[src/rtl/adc_mux_responder_pkg.sv]
// Shared constants and state encoding for the ADC/mux serial responder.
package adc_mux_responder_pkg;

   localparam int CMD_BITS_DEF    = 8;
   localparam int CH_POS_DEF      = 4;
   localparam int SYNC_STAGES_DEF = 2;
   localparam int ADC_DATA_W      = 12;
   localparam int FRAME_BITS      = 16;

   typedef enum logic [1:0] {
      ST_IDLE        = 2'd0,
      ST_CMD_SHIFT   = 2'd1,
      ST_SAMPLE_WAIT = 2'd2,
      ST_DATA_SHIFT  = 2'd3
   } state_t;

endpackage

[src/rtl/adc_mux_responder_if.sv]
// Local sample fetch handshake: responder requests a channel, the source acks with data for one cycle.
interface adc_mux_responder_if;
   import adc_mux_responder_pkg::*;

   logic                  sample_req;
   logic [2:0]            sample_ch;
   logic                  sample_ack;
   logic [ADC_DATA_W-1:0] sample_data;

   modport master (output sample_req, sample_ch, input sample_ack, sample_data);
   modport slave  (input sample_req, sample_ch, output sample_ack, sample_data);

endinterface

[src/rtl/adc_mux_responder_sync_edge_det.sv]
// N-stage synchronizer with single-cycle rise/fall strobes; strobes lag the pin by STAGES clk.
// No backpressure: strobes are fire-and-forget.
module adc_mux_responder_sync_edge_det #(
   parameter int STAGES = 2
) (
   input  logic clk,
   input  logic rst_l,
   input  logic din,
   output logic lvl,
   output logic rise,
   output logic fall
);

   logic [STAGES-1:0] sync_q;
   logic              prev_q;

   always_ff @(posedge clk or negedge rst_l) begin
      if (!rst_l) begin
         sync_q <= '0;
         prev_q <= 1'b0;
      end else begin
         sync_q[0] <= din;
         for (int i = 1; i < STAGES; i++) sync_q[i] <= sync_q[i-1];
         prev_q <= sync_q[STAGES-1];
      end
   end

   assign lvl  = sync_q[STAGES-1];
   assign rise = lvl & ~prev_q;
   assign fall = ~lvl & prev_q;

endmodule

[src/rtl/adc_mux_responder.sv]
// Device end of the ADC + mux serial link: decode channel command, fetch sample, shift it out on DOUT.
// cd_fall->sample_req and sclk_rise->DOUT both take SYNC_STAGES+1 clk; a late sample_ack flags underrun.
module adc_mux_responder
   import adc_mux_responder_pkg::*;
#(
   parameter int CMD_BITS    = CMD_BITS_DEF,
   parameter int CH_POS      = CH_POS_DEF,
   parameter int SYNC_STAGES = SYNC_STAGES_DEF
) (
   input  logic                clk,
   input  logic                rst_l,
   input  logic                SCLK,
   input  logic                CS_ADC,
   input  logic                CD_MUX,
   input  logic                DIN,
   output logic                DOUT,
   adc_mux_responder_if.master smp,
   output logic                cmd_valid,
   output logic [2:0]          cmd_ch,
   output logic                busy,
   output logic                underrun,
   input  logic                clr_err
);

   localparam int CNT_W = $clog2(((CMD_BITS > FRAME_BITS) ? CMD_BITS : FRAME_BITS) + 1);
   localparam logic [CNT_W-1:0] CMD_CNT   = CNT_W'(CMD_BITS);
   localparam logic [CNT_W-1:0] FRAME_CNT = CNT_W'(FRAME_BITS);

   logic sclk_lvl, sclk_rise, sclk_fall;
   logic cs_lvl, cs_rise, cs_fall;
   logic cd_lvl, cd_rise, cd_fall;
   logic din_lvl, din_rise, din_fall;

   adc_mux_responder_sync_edge_det #(.STAGES(SYNC_STAGES)) u_sync_sclk (
      .clk(clk), .rst_l(rst_l), .din(SCLK), .lvl(sclk_lvl), .rise(sclk_rise), .fall(sclk_fall));
   adc_mux_responder_sync_edge_det #(.STAGES(SYNC_STAGES)) u_sync_cs (
      .clk(clk), .rst_l(rst_l), .din(CS_ADC), .lvl(cs_lvl), .rise(cs_rise), .fall(cs_fall));
   adc_mux_responder_sync_edge_det #(.STAGES(SYNC_STAGES)) u_sync_cd (
      .clk(clk), .rst_l(rst_l), .din(CD_MUX), .lvl(cd_lvl), .rise(cd_rise), .fall(cd_fall));
   adc_mux_responder_sync_edge_det #(.STAGES(SYNC_STAGES)) u_sync_din (
      .clk(clk), .rst_l(rst_l), .din(DIN), .lvl(din_lvl), .rise(din_rise), .fall(din_fall));

   state_t                state;
   logic [CMD_BITS-1:0]   cmd_sr;
   logic [FRAME_BITS-1:0] out_sr;
   logic [CNT_W-1:0]      bit_cnt;

   logic unused_sig;
   assign unused_sig = ^{sclk_lvl, cs_rise, cs_fall, cd_lvl, din_rise, din_fall, cmd_sr[CMD_BITS-1]};

   assign busy = (state != ST_IDLE);

   always_ff @(posedge clk or negedge rst_l) begin
      if (!rst_l) begin
         state          <= ST_IDLE;
         cmd_sr         <= '0;
         out_sr         <= '0;
         bit_cnt        <= '0;
         DOUT           <= 1'b0;
         smp.sample_req <= 1'b0;
         smp.sample_ch  <= '0;
         cmd_valid      <= 1'b0;
         cmd_ch         <= '0;
         underrun       <= 1'b0;
      end else begin
         cmd_valid <= 1'b0;
         if (clr_err) underrun <= 1'b0;

         // A new command phase overrides whatever frame was in flight.
         if (cd_rise && (state != ST_IDLE)) begin
            state          <= ST_CMD_SHIFT;
            cmd_sr         <= '0;
            bit_cnt        <= '0;
            out_sr         <= '0;
            DOUT           <= 1'b0;
            smp.sample_req <= 1'b0;
         end else begin
            case (state)
               ST_IDLE: begin
                  if (cd_rise && cs_lvl) begin
                     state   <= ST_CMD_SHIFT;
                     cmd_sr  <= '0;
                     bit_cnt <= '0;
                  end
               end
               ST_CMD_SHIFT: begin
                  if (!cs_lvl) begin
                     state <= ST_IDLE;
                  end else if (cd_fall) begin
                     if (bit_cnt == CMD_CNT) begin
                        cmd_ch         <= cmd_sr[CH_POS+2:CH_POS];
                        smp.sample_ch  <= cmd_sr[CH_POS+2:CH_POS];
                        cmd_valid      <= 1'b1;
                        smp.sample_req <= 1'b1;
                        state          <= ST_SAMPLE_WAIT;
                     end else begin
                        state <= ST_IDLE;
                     end
                  end else if (sclk_rise) begin
                     cmd_sr <= {cmd_sr[CMD_BITS-2:0], din_lvl};
                     if (bit_cnt != CMD_CNT) bit_cnt <= bit_cnt + 1'b1;
                  end
               end
               ST_SAMPLE_WAIT: begin
                  // Ack beats a coincident dummy edge; a pending request at the dummy edge is an underrun.
                  if (smp.sample_req && smp.sample_ack) begin
                     out_sr         <= {{(FRAME_BITS-ADC_DATA_W){1'b0}}, smp.sample_data};
                     smp.sample_req <= 1'b0;
                     if (sclk_rise) begin
                        state   <= ST_DATA_SHIFT;
                        bit_cnt <= '0;
                     end
                  end else if (sclk_rise) begin
                     if (smp.sample_req) begin
                        underrun       <= 1'b1;
                        out_sr         <= '0;
                        smp.sample_req <= 1'b0;
                     end
                     state   <= ST_DATA_SHIFT;
                     bit_cnt <= '0;
                  end
               end
               ST_DATA_SHIFT: begin
                  if (sclk_rise && (bit_cnt != FRAME_CNT)) begin
                     DOUT    <= out_sr[FRAME_BITS-1];
                     out_sr  <= {out_sr[FRAME_BITS-2:0], 1'b0};
                     bit_cnt <= bit_cnt + 1'b1;
                  end else if (sclk_fall && (bit_cnt == FRAME_CNT)) begin
                     DOUT  <= 1'b0;
                     state <= ST_IDLE;
                  end
               end
               default: state <= ST_IDLE;
            endcase
         end
      end
   end

endmodule

[src/flat_wrapper.sv]
// flat-port wrapper written by rule: the top's interface ports become plain ports
module adc_mux_responder_flat import adc_mux_responder_pkg::*;
#(
   parameter int CMD_BITS    = CMD_BITS_DEF,
   parameter int CH_POS      = CH_POS_DEF,
   parameter int SYNC_STAGES = SYNC_STAGES_DEF
)
  (clk, rst_l, SCLK, CS_ADC, CD_MUX, DIN, DOUT, cmd_valid, cmd_ch, busy, underrun, clr_err, smp_sample_req, smp_sample_ch, smp_sample_ack, smp_sample_data);
  adc_mux_responder_if smp_i ();
  input  logic clk;
  input  logic rst_l;
  input  logic SCLK;
  input  logic CS_ADC;
  input  logic CD_MUX;
  input  logic DIN;
  output logic DOUT;
  output logic cmd_valid;
  output logic [2:0] cmd_ch;
  output logic busy;
  output logic underrun;
  input  logic clr_err;
  output wire logic [$bits(smp_i.sample_req)-1:0] smp_sample_req;
  output wire logic [$bits(smp_i.sample_ch)-1:0] smp_sample_ch;
  input wire logic [$bits(smp_i.sample_ack)-1:0] smp_sample_ack;
  input wire logic [$bits(smp_i.sample_data)-1:0] smp_sample_data;
  assign smp_sample_req = smp_i.sample_req;
  assign smp_sample_ch = smp_i.sample_ch;
  assign smp_i.sample_ack = smp_sample_ack;
  assign smp_i.sample_data = smp_sample_data;
  adc_mux_responder #(.CMD_BITS(CMD_BITS), .CH_POS(CH_POS), .SYNC_STAGES(SYNC_STAGES)) u_core (.clk(clk), .rst_l(rst_l), .SCLK(SCLK), .CS_ADC(CS_ADC), .CD_MUX(CD_MUX), .DIN(DIN), .DOUT(DOUT), .smp(smp_i), .cmd_valid(cmd_valid), .cmd_ch(cmd_ch), .busy(busy), .underrun(underrun), .clr_err(clr_err));
endmodule
[config.mk]
export PLATFORM = sky130hd
export DESIGN_NAME = adc_mux_responder_flat
export DESIGN_NICKNAME = d
export VERILOG_FILES = /design/src/rtl/adc_mux_responder_pkg.sv /design/src/rtl/adc_mux_responder_if.sv /design/src/rtl/adc_mux_responder_sync_edge_det.sv /design/src/rtl/adc_mux_responder.sv /design/src/flat_wrapper.sv
export SDC_FILE = /design/constraint.sdc
export NUM_CORES = 1
export LEC_CHECK = 0
export BUFFER_PORTS_ARGS = -buffer_cell sky130_fd_sc_hd__buf_4
export CORE_MARGIN = 10
export CORE_UTILIZATION = 38
export DETAILED_ROUTE_END_ITERATION = 6
export PLACE_DENSITY = 0.65
export SLEW_MARGIN = 10
export SYNTH_ARGS = -nofsm -noshare
export SYNTH_HDL_FRONTEND = slang
export SYNTH_SLANG_ARGS = --single-unit
[constraint.sdc]
create_clock -name clk -period 2.2 [get_ports clk]
set_input_delay 0.44 -clock clk [delete_from_list [all_inputs] [get_ports clk]]
set_output_delay 0.44 -clock clk [all_outputs]
set_load 0.01 [all_outputs]
## Yosys cells after proc, flatten, opt, wreduce, memory -nomap -nowiden

Cells that the tools add are included.

| operators by class | value |
|---|---|
| add/sub/neg operators | 1 |
| equality and inequality tests | 21 |
| multiplexer cells | 52 |
| bitwise logic cells | 9 |
| reduce and logical (&&, ||, !) cells | 19 |

Operators with widths:

| cell | number |
|---|---|
| two-way mux 16 bit | 5 |
| two-way mux 5 bit | 8 |
| two-way mux 7 bit | 5 |
| one-hot mux 16 bit (2 select lines) | 1 |
| inequality test 3 x 1 -> 1 bit, second input constant | 8 |
| two-way mux 1 bit | 21 |
| one-hot mux 5 bit (4 select lines) | 1 |
| AND reduction 5 bit | 4 |
| two-way mux 2 bit | 8 |
| one-hot mux 7 bit (2 select lines) | 1 |
| nonzero test 3 bit | 4 |
| inequality test 4 x 1 -> 1 bit, second input constant | 2 |
| one-hot mux 2 bit (4 select lines) | 1 |
| AND reduction 7 bit | 1 |
| inequality test 3 x 2 -> 1 bit, second input constant | 2 |
| adder 5 x 1 -> 5 bit, second input constant | 1 |
| equality test 5 x 4 -> 1 bit, second input constant | 1 |
| equality test 5 bit, second input constant | 1 |
| logical AND 1 bit | 5 |
| inequality test 5 x 4 -> 1 bit, second input constant | 1 |
| inequality test 5 bit, second input constant | 1 |
| NOT 1 bit | 5 |
| AND 1 bit | 4 |
| equality test 2 bit, second input constant | 2 |
| 8 further kinds | 9 |

| word-level totals | value |
|---|---|
| register bits | 47 |
| input bits | 20 |
| output and inout port bits | 11 |
| word-level logic and storage cells | 117 |

## Depth between registers and ports, before layout

Gate-level depths: netlist of run 1.

| logic depth | value |
|---|---|
| word-level depth | 7 |
| gate-level depth with buffers | 10 |
| mapped depth without buffers | 7 |

## Modules after synthesis

Synthesis of run 1 repeated with hierarchy kept, for this count alone.

| unflattened totals | value |
|---|---|
| cell total of the unflattened synthesis | 210 |
| area, all modules | 2411.1 sq um |

Modules (own cells, without submodules):

| module | times used | cells an instance | area each (sq um) | seq. area each (sq um) |
|---|---|---|---|---|
| adc_mux_responder | 1 | 190 | 2050.7 | 925.9 |
| adc_mux_responder_sync_edge_det | 4 | 5 | 90.1 | 75.1 |

## Worst setup path after synthesis of run 1

No wires, ideal clock.

| timing | value |
|---|---|
| kind | register to register |
| start | reg u_core.state[0] |
| end | reg u_core.out_sr[1] |
| setup time | 125 ps |
| arrival | 2092 ps |
| required time | 2075 ps |
| setup slack | -17 ps |
| cell stages (with the launch flop) | 11 |
| buffers on the path | 4 |
| clock period less this slack | 2217 ps |
| path through | dfrtp_1 -> inv_1 -> ha_1 -> buf_6 -> or3b_1 -> buf_2 -> and2_4 -> buf_6 -> buf_6 -> a22o_1 -> mux2_2 |

| between the ends | value |
|---|---|
| cells in the longest elaborated chain, start to end | 4 |
| elaborated cells on any way between the ends | 11 |
| those cells by class | eq/ne (5); mux (2); reduce/logical (4) |

RTL lines:

| item | RTL line | source |
|---|---|---|
| start: declaration | adc_mux_responder.sv:43 | `state_t state;` |
| start signal: assignment | adc_mux_responder.sv:55 | `state <= ST_IDLE;` |
| start signal: assignment | adc_mux_responder.sv:71 | `state <= ST_CMD_SHIFT;` |
| start signal: assignment | adc_mux_responder.sv:81 | `state <= ST_CMD_SHIFT;` |
| nonzero test 2 bit | adc_mux_responder.sv:70 | `if (cd_rise && (state != ST_IDLE)) begin` |
| logical AND 1 bit | adc_mux_responder.sv:70 |  |
| inequality test 4 x 1 -> 1 bit (no source line) (tied with other cells) | -- |  |
| AND reduction 4 bit (no source line) | -- |  |
| end signal: assignment | adc_mux_responder.sv:107 | `out_sr <= {{(FRAME_BITS-ADC_DATA_W){1'b0}}, smp.sample_data};` |
| end signal: assignment | adc_mux_responder.sv:126 | `out_sr <= {out_sr[FRAME_BITS-2:0], 1'b0};` |
| end: declaration | adc_mux_responder.sv:45 | `logic [FRAME_BITS-1:0] out_sr;` |

Several ways; a longest one is shown, not always the timed one.
A chain may end at the register's enable or synchronous reset.

## Worst setup path after layout of run 1

| timing | value |
|---|---|
| start | reg u_core.state[0] |
| end | reg u_core.out_sr[10] |

The elaborated chain is that of the path after synthesis.

==> results.yml, run 1 <==
die:
  ioPinCount: 31
  fp.dieW_um: 97.4
  rows: 28
  core_um2: 5890
  die-area_um2: 9490
  die_h_um: 97.4
  initial_core_util_pct: 38.7
timing:
  hold_viol: 0
  worst_pin_slew_ns: 0.617
  fin_crit_ns: 2.07
  setup-violations-final: 0
  hold_ws_ns: 0.143
  clock.fmax_ghz: 0.484
  rsz0062_at_grt: "false"
  slew_violations: 0
  skew_ns: 0.00714
  finalCritPeriodShare_pct: 94.0
  slew_headroom_pct: 58.8
cts:
  clkLatencyLatePin_ns: 0.29
  cts_tree: "built"
  clockBufferDepth: 2
  clk_transition_reported_paths_ns: 0.09
  cts-root-buf: "clkbuf_8"
  cts_buffers: 5
  clkSinkCount: 47
  htreeDepth: 2
placement:
  routabilityCongestion: 0.824
  dpl.hpwl_mm: 3.18
  dp_cells: 305
  io_buffers: 30
  place_area_um2: 2610
critical_path:
  cp-start-kind: "register"
  cp.arrival_ns: 2.24
  end_kind: "register"
  timing.rr.start: "u_core.state[0]$_DFFE_PN0P_"
  worstSetupPathType: "register to register"
  cp.required_ns: 2.37
  path_max_fanout: 15
  crit_start: "u_core.state[0]$_DFFE_PN0P_"
synth:
  yosysWarningCount: 0
  syn_inst: 200
  seq_area_frac_synth_pct: 51.6
  yosysTopAreaCellShare_pct: 51.6
  synthesis.nets: 226
  synth.distinct_cells: 44
  synth_most_common_cell: "dfrtp_1"
  synth_top_area_cell: "dfrtp_1"
  async_reset_ff_share_pct: 100
  synthTopCellsByCount: "dfrtp_1 (47), mux2_2 (14), inv_1 (13)"
  syn_area_per_cell_um2: 11.4
  synth_edf_count: 0
  synth_seq_cells: 47
  syn_area_um2: 2280
  yosys_most_used_dff: "dfrtp_1"
  synth.area.top_cells: "dfrtp_1 (52%), mux2_2 (6.9%), a22o_1 (4.2%)"
final_layout:
  nNetsFinal: 266
  antenna_cells: 0
  area_delta_synth_final_pct: 20.2
  fin_area_um2: 2740
  fin_cells: 316
  fillers: 553
  drive_above_1_share_pct: 29.9
power:
  ir_worst_vdd_mv: 0.445
  power_density_nw_per_um2: 870
  p_leak_nw: 1.29
global_routing:
  grt_max_degree: 48
  antenna_found_initial: 0
  grt_pass1_vias: 1665
  grt_use_met3_pct: 2.84
  grtUsageMet1_pct: 12.9
  gr-usage-all-layers_pct: 9.50
  busiest_layer: "met2"
  grt_overflow: 0
  grt_pass1_wl_mm: 7.78
  grt_use_met2_pct: 13.9
job:
  max_cap_viol_count: 0
drt:
  first_pass_iters: 4
  routed_via_density: 5.15
  vias: 1628
  routed_wl_mm: 4.49
  drtIter0Drc: 64
  antenna_left: 0
  drc_errors: 0
  wl_per_cell_um: 14.2
run_status:
  status: "finished, final reports clean"
min_path:
  worst_hold_path_type: "input port to async pin"
-- flip-flops by register name, summed over array words and instances, names as in the netlist, 2 cells and up --
signal / cells
u_core.u_sync_sclk.sync_q: 2
u_core.state: 2
u_core.bit_cnt: 5
u_core.u_sync_cs.sync_q: 2
u_core.out_sr: 16
u_core.u_sync_cd.sync_q: 2
u_core.smp.sample_ch: 3
u_core.cmd_sr: 7
u_core.u_sync_din.sync_q: 2
-- kinds of logic after synthesis --
family          after synthesis  share of synthesized area [%]
compound gates               51                           16.8
mux                          20                           9.56
simple gates                 51                           12.9
buf+inv                      25                           5.82
fa+ha+maj                     6                           3.30
flops                        47                           51.6
-- what timing repair did --
item / 4_1_cts / 5_1_grt
setup buffers: 0 / 3
hold buffers: 0 / 0
gates resized for setup: 1 / 3
endpoints found under the setup margin: 11 / 8
pin swaps: 0 / 1
-- layout make-up --
class / count / area, um2 / area share, %
flip-flops and latches: 47 / 1180 / 43.0
multi-input cells: 128 / 986 / 36.0
repair buffers: 45 / 338 / 12.3
well taps: 75 / 93.8 / 3.43
clock buffers: 7 / 86.3 / 3.15
inverters: 13 / 48.8 / 1.78
clock inverters: 1 / 8.76 / 0.320
-- through the flow --
stage          utilization [%]  setup WS, ns  setup TNS (ns)  power [mW]
3_5_place_dp              44.3       -0.0183          -0.125        1.82
5_1_grt                   46.5        0.0269               0        2.55
2_1_floorplan                -        0.0243               0        1.57
6_report                  46.5         0.132               0        2.38
3_3_place_gp              44.3        0.0149               0        1.81
4_1_cts                   46.0        0.0702               0        2.37
-- layout by cell type (no fill, tap or decap), drive strengths merged, types with 2 or more instances in the layout --
cell type	instances
a21oi	5
a22o	11
a32o	7
and2	2
buf	45
clkbuf	7
dfrtp	47
ha	6
inv	13
mux2	14
mux2i	6
nand2	11
nand2b	3
nand3	6
nand4	2
nand4bb	2
nor2	9
nor2b	6
nor3b	2
nor4bb	2
o21ai	10
o22ai	3
o31ai	6
-- per-layer routing --
layer / vias up / routed length (um)
met3: 4 / 247
met1: 783 / 2230
met5: - / 0
li1: 805 / -
met4: 0 / 50
met2: 36 / 1970
-- worst max-delay path, cell delays in order (launching register included) --
cell	delay (ns)
dfrtp_1	0.37
inv_2	0.06
ha_2	0.21
or3b_1	0.37
buf_4	0.21
and2_4	0.23
a22o_1	0.24
mux2_2	0.26
-- final timing paths --
path	end	slack (ns)	depth (start not counted)
max in group asynchronous	u_core.u_sync_din.sync_q[0]$_DFF_PN0_	1.67	1
setup / recovery	u_core.out_sr[10]$_DFFE_PN0P_	0.13	7
setup reg to reg	u_core.out_sr[10]$_DFFE_PN0P_	0.13	7
min in group clk	u_core.u_sync_din.sync_q[0]$_DFF_PN0_	0.25	1
hold / removal	u_core.u_sync_cd.prev_q$_DFF_PN0_	0.14	1
hold reg to reg	u_core.u_sync_sclk.sync_q[1]$_DFF_PN0_	0.35	0
-- report_power, final --
part / leakage [nW] / internal [mW] / switching (mW)
logic: 0.619 / 0.382 / 0.406
registers: 0.622 / 0.985 / 0.0745
clock network: 0.0484 / 0.258 / 0.277
Power figures use the tool's default switching activity.
==> run 2: changes to the inputs <==
--- a/config.mk
+++ b/config.mk
@@ -9,7 +9,7 @@
 export CORE_MARGIN = 10
 export CORE_UTILIZATION = 38
 export DETAILED_ROUTE_END_ITERATION = 6
-export PLACE_DENSITY = 0.65
+export PLACE_DENSITY = 0.63
 export SLEW_MARGIN = 10
 export SYNTH_ARGS = -nofsm -noshare
 export SYNTH_HDL_FRONTEND = slang
==> constraint.sdc (replaced) <==
create_clock -name clk -period 2.65 [get_ports clk]
set_input_delay 0.53 -clock clk [delete_from_list [all_inputs] [get_ports clk]]
set_output_delay 0.53 -clock clk [all_outputs]
set_load 0.01 [all_outputs]
==> run 2 against run 1 <==
Compared with the run above:
- sequential share of layout area grew 1.5 points
- global-route usage grew 0.15 points
- power shrank 20%
- sequential power shrank 16%
- combinational power shrank 29%
- final cell count shrank 3.2%
- largest cell class unchanged
- sequential cell count is the same
==> results.yml, run 2 (synthesis gave the netlist of run 1 again) <==
drt:
  drc_errors: 0
  wl_per_cell_um: 14.5
  antenna_left: 0
  routed_via_density: 5.24
  routed_wl_mm: 4.44
  first_pass_iters: 4
  drtIter0Drc: 129
  vias: 1604
cts:
  cts_buffers: 5
  cts_resized: 0
  ctsHoldBuffers: 0
  post_cts_buffers: 0
  clkSinkCount: 47
  htreeDepth: 2
  cts-root-buf: "clkbuf_8"
  clockBufferDepth: 2
  clk_transition_reported_paths_ns: 0.08
  clkLatencyLatePin_ns: 0.30
  cts_tree: "built"
placement:
  routabilityCongestion: 0.844
  io_buffers: 30
  dpl.hpwl_mm: 3.18
timing:
  slew_headroom_pct: 39.0
  clock.fmax_ghz: 0.415
  fin_crit_ns: 2.41
  setup_tns_ns: 0
  rsz0062_at_grt: "false"
  worst_pin_slew_ns: 0.915
  finalCritPeriodShare_pct: 90.9
  slew_violations: 0
  setup-violations-final: 0
  hold_ws_ns: 0.218
  hold_viol: 0
  skew_ns: 0.00775
final_layout:
  area_delta_synth_final_pct: 16.2
  fillers: 559
  antenna_cells: 0
  mostFrequentLayoutCells: "dfrtp_1 (47), buf_4 (35), mux2_2 (14)"
  reg_top3: "u_core.out_sr (16), u_core.cmd_sr (7), u_core.bit_cnt (5)"
  nNetsFinal: 256
  top_register: "u_core.out_sr"
  drive_above_1_share_pct: 25.5
  largest_reg_flops: 16
  final_common_cell: "dfrtp_1"
critical_path:
  slowest_stage: "o22ai_2"
  cp-start-kind: "register"
  cp_top_family: "compound AO/OA/AOI/OAI gates"
  path_max_fanout: 16
  worstPathCellList: "inv_1 -> ha_1 -> mux2i_1 -> a21oi_1 -> o22ai_2 -> mux2_2"
  cp.required_ns: 2.84
  worstSetupPathType: "register to register"
  cp.arrival_ns: 2.60
  cp.buffers_inverters: 1
  end_kind: "register"
  critical-path-max-stage-delay_ns: 0.75
job:
  max_cap_viol_count: 0
die:
  fp.dieW_um: 97.4
  initial_core_util_pct: 38.7
  ioPinCount: 31
  rows: 28
  die_h_um: 97.4
  die-area_um2: 9490
  core_um2: 5890
power:
  power_density_nw_per_um2: 717
  p_leak_nw: 1.23
  ir_worst_vdd_mv: 0.293
global_routing:
  grt_overflow: 0
  grt_max_degree: 48
  gr-usage-all-layers_pct: 9.65
  grt_pass1_wl_mm: 7.79
  antenna_found_initial: 0
  grt_pass1_vias: 1594
run_status:
  status: "finished, final reports clean"
min_path:
  worst_hold_path_type: "input port to async pin"
run 2: power by group:
part           internal [mW]  leakage [nW]  switching [mW]
registers              0.818         0.622          0.0764
logic                  0.258         0.560           0.298
clock network          0.214        0.0484           0.234
total                   1.29          1.23           0.608
run 2: metal layers:
layer / track usage [%] / vias up / part of all wire, %
li1: - / 788 / -
met1: 12.7 / 761 / 49
met5: 0 / - / 0
met2: 13.9 / 48 / 42
met4: 4.70 / 0 / 2.1
met3: 2.99 / 7 / 6.6
run 2: final cells by class:
cell class / count / area [um2] / area share [%]
inverter: 13 / 48.8 / 1.84
timing repair buffer: 35 / 263 / 9.93
clock inverter: 1 / 8.76 / 0.331
clock buffer: 7 / 86.3 / 3.26
sequential: 47 / 1180 / 44.5
tap: 75 / 93.8 / 3.55
multi-input combinational: 128 / 968 / 36.6
run 2: per-stage QoR:
step                      total power [mW]  area (um2)  util [%]  std cells  setup slack (ns)
after global routing                  2.04        2650      44.9        306             0.104
after detailed placement              1.47        2550      43.3        298             0.284
after floorplan                       1.30        2280         -        200             0.433
final                                 1.90        2650      44.9        306             0.242
after global placement                1.45        2550      43.3        298             0.325
after CTS                             1.92        2650      44.9        306             0.248
run 2: path summary, 6_finish.rpt:
kind	from	end	slack, ns	cells past startpoint
worst max register to register	u_core.state[0]$_DFFE_PN0P_	u_core.out_sr[9]$_DFFE_PN0P_	0.24	6
min in group clk	DIN	u_core.u_sync_din.sync_q[0]$_DFF_PN0_	0.33	1
max in group asynchronous	rst_l	u_core.bit_cnt[0]$_DFFE_PN0P_	2.03	1
worst max-delay path	u_core.state[0]$_DFFE_PN0P_	u_core.out_sr[9]$_DFFE_PN0P_	0.24	6
worst min register to register	u_core.u_sync_sclk.sync_q[0]$_DFF_PN0_	u_core.u_sync_sclk.sync_q[1]$_DFF_PN0_	0.35	0
worst min-delay path	rst_l	u_core.smp.sample_req$_DFFE_PN0P_	0.22	1
run 2: worst register-to-register path: stages (launching register included):
cell,delay (ns)
dfrtp_1,0.42
inv_1,0.13
ha_1,0.27
mux2i_1,0.24
a21oi_1,0.08
o22ai_2,0.75
mux2_2,0.41
